## config.mk

```make
export PLATFORM = sky130hd
export DESIGN_NAME = pc_sequencer
export DESIGN_NICKNAME = d
export VERILOG_FILES = /design/src/rtl/pc_sequencer.sv
export SDC_FILE = /design/constraint.sdc
export NUM_CORES = 1
export LEC_CHECK = 0
export BUFFER_PORTS_ARGS = -buffer_cell sky130_fd_sc_hd__buf_4
export CAP_MARGIN = 20
export CORE_MARGIN = 2
export CORE_UTILIZATION = 50
export DETAILED_ROUTE_END_ITERATION = 10
export MAX_ROUTING_LAYER = met4
export PLACE_DENSITY = 0.74
export SLEW_MARGIN = 20
export SYNTH_ARGS = -nofsm -noshare
export SYNTH_HDL_FRONTEND = slang
export SYNTH_SLANG_ARGS = --single-unit
```

## constraint.sdc

```tcl
create_clock -name clk -period 5.7 [get_ports clk]
set_clock_uncertainty 0.05 [all_clocks]
set_input_delay 0.57 -clock clk [delete_from_list [all_inputs] [get_ports clk]]
set_output_delay 0.57 -clock clk [all_outputs]
set_load 0.02 [all_outputs]
```

## src/rtl/pc_sequencer.sv

```systemverilog
// Program counter for the single-cycle MIPS datapath.
// Handles stall hold, exception redirect with EPC, a circular return-address
// stack for call/return, and alignment checking of register/RAS targets.
module pc_sequencer #(
  parameter int unsigned     XLEN         = 32,
  parameter logic [XLEN-1:0] RESET_VECTOR = '0,
  parameter logic [XLEN-1:0] EXC_VECTOR   = 32'h0000_0180,
  parameter int unsigned     RAS_DEPTH    = 4
) (
  input  logic            clk,
  input  logic            rst,
  input  logic            stall,
  input  logic [2:0]      pc_sel,
  input  logic [XLEN-1:0] reg_addr,
  input  logic [15:0]     branch_offset,
  input  logic [25:0]     jump_addr,
  input  logic            exc_req,
  output logic [XLEN-1:0] pc,
  output logic [XLEN-1:0] epc,
  output logic            ras_empty,
  output logic            ras_full,
  output logic            ras_overflow,
  output logic            ras_underflow,
  output logic            misaligned
);

  localparam int unsigned PW = $clog2(RAS_DEPTH);
  localparam int unsigned CW = $clog2(RAS_DEPTH + 1);

  localparam logic [2:0] SEL_SEQ    = 3'b000;
  localparam logic [2:0] SEL_JUMP   = 3'b001;
  localparam logic [2:0] SEL_JREG   = 3'b010;
  localparam logic [2:0] SEL_BRANCH = 3'b011;
  localparam logic [2:0] SEL_CALL   = 3'b100;
  localparam logic [2:0] SEL_RET    = 3'b101;

  logic [XLEN-1:0] ras [RAS_DEPTH];
  logic [PW-1:0]   ptr, ptr_n;
  logic [CW-1:0]   cnt, cnt_n;
  logic [XLEN-1:0] pc_n, epc_n;
  logic            push;
  logic            ovf_n, unf_n, mis_n;

  logic [XLEN-1:0] seq, jump_tgt, reg_tgt, br_tgt, top;

  // Candidate targets for every next-PC mode
  always_comb begin
    seq      = pc + XLEN'(4);
    jump_tgt = {pc[XLEN-1:28], jump_addr, 2'b00};
    reg_tgt  = {reg_addr[XLEN-1:2], 2'b00};
    br_tgt   = seq + ({{(XLEN-16){branch_offset[15]}}, branch_offset} << 2);
    top      = ras[ptr];
  end

  // Next-state selection: exception beats stall beats pc_sel
  always_comb begin
    pc_n  = pc;
    epc_n = epc;
    ptr_n = ptr;
    cnt_n = cnt;
    push  = 1'b0;
    ovf_n = 1'b0;
    unf_n = 1'b0;
    mis_n = 1'b0;
    if (exc_req) begin
      epc_n = pc;
      pc_n  = EXC_VECTOR;
    end else if (!stall) begin
      case (pc_sel)
        SEL_JUMP:   pc_n = jump_tgt;
        SEL_JREG: begin
          pc_n  = reg_tgt;
          mis_n = |reg_addr[1:0];
        end
        SEL_BRANCH: pc_n = br_tgt;
        SEL_CALL: begin
          pc_n  = jump_tgt;
          push  = 1'b1;
          ptr_n = ptr + PW'(1);
          // When full, the slot after the top is the oldest entry and gets overwritten
          if (cnt == CW'(RAS_DEPTH)) ovf_n = 1'b1;
          else                       cnt_n = cnt + CW'(1);
        end
        SEL_RET: begin
          if (cnt != '0) begin
            pc_n  = {top[XLEN-1:2], 2'b00};
            mis_n = |top[1:0];
            ptr_n = ptr - PW'(1);
            cnt_n = cnt - CW'(1);
          end else begin
            pc_n  = reg_tgt;
            mis_n = |reg_addr[1:0];
            unf_n = 1'b1;
          end
        end
        default:    pc_n = seq;
      endcase
    end
  end

  // Control state and registered status/pulse outputs
  always_ff @(posedge clk or posedge rst) begin
    if (rst) begin
      pc            <= RESET_VECTOR;
      epc           <= '0;
      ptr           <= '0;
      cnt           <= '0;
      ras_empty     <= 1'b1;
      ras_full      <= 1'b0;
      ras_overflow  <= 1'b0;
      ras_underflow <= 1'b0;
      misaligned    <= 1'b0;
    end else begin
      pc            <= pc_n;
      epc           <= epc_n;
      ptr           <= ptr_n;
      cnt           <= cnt_n;
      ras_empty     <= (cnt_n == '0);
      ras_full      <= (cnt_n == CW'(RAS_DEPTH));
      ras_overflow  <= ovf_n;
      ras_underflow <= unf_n;
      misaligned    <= mis_n;
    end
  end

  // RAS storage; contents are don't-care after reset so no reset is needed
  always_ff @(posedge clk) begin
    if (push) ras[ptr_n] <= seq;
  end

endmodule

```

# == Word-level counts from Yosys, hierarchy flattened ==
# Memory sizes are Yosys's and may differ from the RTL's.
# Index checks and enable logic that the tools add are counted.
# word_totals
elab_cells,62
n_memories,1
reg_bits,74
in_bits,81
ramBits,128
out_inout_bits,69
# memory_table
memory,depth,word_bits,rd,rd_ports_with_merged_regs,wr,line_no,rtl
ras,4,32,1,0,1,37,logic [XLEN-1:0] ras [RAS_DEPTH];
# op_classes
reduce_logical,6
eq_ne,9
mux,30
n_addsub,6
# op_table
cell,count
$pmux 32 s4,1
$mux 32,3
$add 32x3->32 const B,1
$add 32x32->32,1
$mux 1,16
$eq 3x3->1 const B,4
$mux 3,4
$eq 3x2->1 const B,2
$mux 2,3
$pmux 3 s2,1
$reduce_or 2->1,3
$ne 2x1->1 const B,2
$pmux 2 s2,1
$add 3x1->3 const B,1
$eq 3x1->1 const B,1
$logic_not 3->1,1
$reduce_bool 3->1,1
$sub 3x1->3 const B,1
$add 2x1->2 const B,1
$pmux 1 s2,1
$reduce_and 2->1,1
$sub 2x1->2 const B,1

# == Depth between registers and ports, before layout ==
# depth
depth_word,6
ltp_mapped,17
depth_no_buf,16

# == Worst setup path after synthesis ==
# Ideal clock, no wire load.
# synth_timing
path_type,in2reg
from,in exc_req
to,"mem ras[3][10], enable pin"
t_required_ps,5189
stages,5
arrival_ps,3684
path_slack_ps,1505
n_path_buf,1
cell_sequence,or2_2 -> clkbuf_1 -> nor2_1 -> nand2_1 -> nor3b_1
# synth_via
elab_chain_len,3
elab_cells_between_ends,4
cone_classes,4 x mux
# synth_rtl
element,line_no,rtl
"start, declared",17,"input logic exc_req,"
$mux 1,65,if (exc_req) begin
$mux 1,128,if (push) ras[ptr_n] <= seq;
$mux 1 (implied by the code),128,
"end, declared",37,
# Parallel ways exist; a longest one is shown, timed or not.

# == Worst setup path after layout ==
# layout_timing
from,reg pc[2]
to,reg pc[27]
# layout_via
elab_chain_len,5
# layout_rtl
element,line_no,rtl
"start, declared",18,"output logic [XLEN-1:0] pc,"
"start signal, assigned",114,pc <= pc_n;
$add 32x3->32,48,seq = pc + XLEN'(4);
via seq[14],44,"logic [XLEN-1:0] seq, jump_tgt, reg_tgt, br_tgt, top;"
$add 32x32->32,51,"br_tgt = seq + ({{(XLEN-16){branch_offset[15]}}, branch_offset} << 2);"
$pmux 32 s4,69,case (pc_sel)
$mux 32,68,end else if (!stall) begin
$mux 32,65,
# The timed path passes the listed nets, and every way through them passes these cells. The select of a mux whose other input is x is not followed.
# A chain may end at the register's enable or synchronous reset.

==> results.md <==
- # DRC: 0
- Syn avg cell area: 11.85 µm²
- Synthesized area: 0.01017 mm²
- Commonest cells after routing, fill and taps aside: buf_4, edfxtp_1, a21oi_1, dfrtp_1
- Fin util: 0.6011
- Layout Area Growth over Synthesis: 18.85%
- Share of cells above drive strength 1: 0.2712
- Die Area: 0.02149 mm²
- Pre-CTS WS: 1355 ps
- Placement row count: 52
- Startpoint Class: register
- Clk sink count: 190
- Final period utilization: 0.7801
- Max Clk Rate: 0.2249 GHz
- Synth Flop Type: edfxtp_1
- Synth warnings: 0
- Crit. End Element: register
- Fin nets: 1,109
- VDD IR-drop max: 0.0002330 V
- Slew @ Worst Pin: 978.2 ps
- Power per cell area: 325.2 mW/mm²
- Outcome: completed
- Vias: 7,868
- Top Ports: 150
- Initial drt markers: 724
- Initial Utilization: 0.5058
- Layout filler cell count: 1,645
- Clk root buf: clkbuf_16
- Antenna violations before repair: 0
- Drt via density: 6.181
- Core Area: 0.02010 mm²
- Post-CTS Hold Fix Bufs: 0
- Routed Antenna Nets: 0
- GP Congestion: 0.9342
- Synth area leader: edfxtp_1
- Minimum clock period: 4447 ps
- Most common cell after layout, fill and taps aside: buf_4
- Number of synthesized flops with an enable pin: 120
- Seq/Total Area, Yosys: 0.5268
- DRT Pass-1 Iters: 5
- Largest net degree at the start of global routing: 48
- CTS tree: done
- Setup Fix Bufs, Post-CTS: 0
- First-pass GRT wire length: 44,220 µm
- Worst hold path class: input pin to asynchronous set/reset pin
- WL per Instance: 22.70 µm
- Hold Vio Cnt, Final: 0
- Setup TNS: 0 ps
- Final worst slack: 1253 ps
- Chip height: 146.6 µm
- Arrival @ worst endpoint: 4710 ps
- Vias in the first global route: 7,828
- Hold Slack: 315.6 ps
- Total of max-cap violations: 0
- Clock latency on the worst-skew pair: 450 ps
- PortBufs: 145
- Yosys cell types: 75
- H-tree Lvls: 4
- Grt ovf: 0
- Reg-to-reg setup timing slack: 1250 ps
- Clk buf depth: 2
- Crit path kind: register to register
- Total CTS buffers: 17
- Overall routed net length: 28,900 µm
- Count of pins over their slew limit: 0
- GR Util All Layers: 0.2810
- Dpl hpwl: 20,220 µm
- Max FO, Critical Path: 8
- Final setup fails: 0
- Top area cells in the synthesized netlist: edfxtp_1, dfrtp_1, mux4_2, ha_1, a21oi_1
- # diodes: 0
- Synth top area share: 0.3544
- Die width: 146.6 µm
- Async set or reset register ratio after synthesis: 0.3684
- Seq cells post-synth: 190
- Synthesized instance count: 858
- RSZ-0062 raised after global routing: no
- PostCTS Resize Cnt: 0
- Worst slew margin: 0.3469
- Leakage power: 4.863 nW
- Total Power: 3.930 mW
- Clock slew at reported path FFs: 70 ps
- CP Data Required Time: 5960 ps
state kept, by name, summed over array words and instances (netlist names):
register       cells
ras_full           1
misaligned         1
ras_underflow      1
ras              120
epc               30
ras_empty          1
pc                30
ptr                2
cnt                3
ras_overflow       1
critical path: stages (launching register included):
cell      delay (ps)
dfrtp_1          480
ha_1             300
and4_1           340
and3_1           340
nand3_1          150
xnor2_1          460
ha_1             390
nand2_1           90
nor2_1            40
a211oi_1         230
o21ai_0          110
a21oi_1          420
o21ai_1          250
a21oi_1          240
mux2i_1          310
o21ai_1          110
Yosys cell counts, types with 6 or more instances:
library cell	instances
nor3_1	10
nor2_1	57
mux4_2	30
ha_1	37
inv_1	23
and3_1	9
clkbuf_1	32
nand3_1	24
nand4_1	12
a21o_1	9
xnor2_1	40
mux2_2	30
edfxtp_1	120
a21oi_1	77
a221o_1	11
nand2b_1	6
mux2i_1	6
o21ai_0	30
o21ai_1	32
buf_2	6
nand2_1	54
a221oi_1	12
xor2_1	14
a22oi_1	12
a211oi_1	10
dfrtp_1	69
layout make-up:
| class | instances | area (µm²) | area share |
|---|---|---|---|
| clock buffers | 18 | 429.2 | 0.03551 |
| clock inverters | 14 | 128.9 | 0.01066 |
| inverters | 25 | 93.84 | 0.007765 |
| multi-input cells | 598 | 4552 | 0.3766 |
| flip-flops and latches | 190 | 5358 | 0.4433 |
| well taps | 270 | 337.8 | 0.02795 |
| repair buffers | 158 | 1186 | 0.09815 |
stage by stage:
stage | std cells | instance area, µm²
after floorplan | 861 | 10180
after global placement | 1241 | 11530
after detailed placement | 1241 | 11530
after CTS | 1273 | 12090
after global routing | 1273 | 12090
final | 1273 | 12090
kinds of logic after synthesis:
group | synth area share
flip-flops | 0.5268
buffers and inverters | 0.02953
AO/OA/AOI/OAI | 0.1403
AND/OR/NAND/NOR | 0.09893
adder cells (fa/ha/maj) | 0.05045
other | 0.0003688
multiplexers | 0.1056
XOR/XNOR | 0.04811
power breakdown:
group	switching, mW	total, mW	internal, mW
Combinational	0.602	1.11	0.505
Clock	0.567	1.14	0.576
Sequential	0.118	1.68	1.56
Total	1.29	3.93	2.64
worst paths after layout:
kind                       cells past startpoint         end   startpoint
max                                           15      pc[27]        pc[2]
min                                            2      epc[9]          rst
max reg2reg                                   15      pc[27]        pc[2]
min reg2reg                                    1     epc[23]      epc[23]
max in group asynchronous                      3      pc[24]          rst
min in group clk                               2  misaligned  reg_addr[0]
metal layers:
layer | vias up | part of all wire | GRT usage
met5 | - | 0 | -
met1 | 3874 | 0.40 | 0.3522
li1 | 3520 | - | -
met4 | 0 | 0.037 | 0.1175
met3 | 80 | 0.082 | 0.06406
met2 | 394 | 0.48 | 0.4434
(Power assumes the default switching activity.)
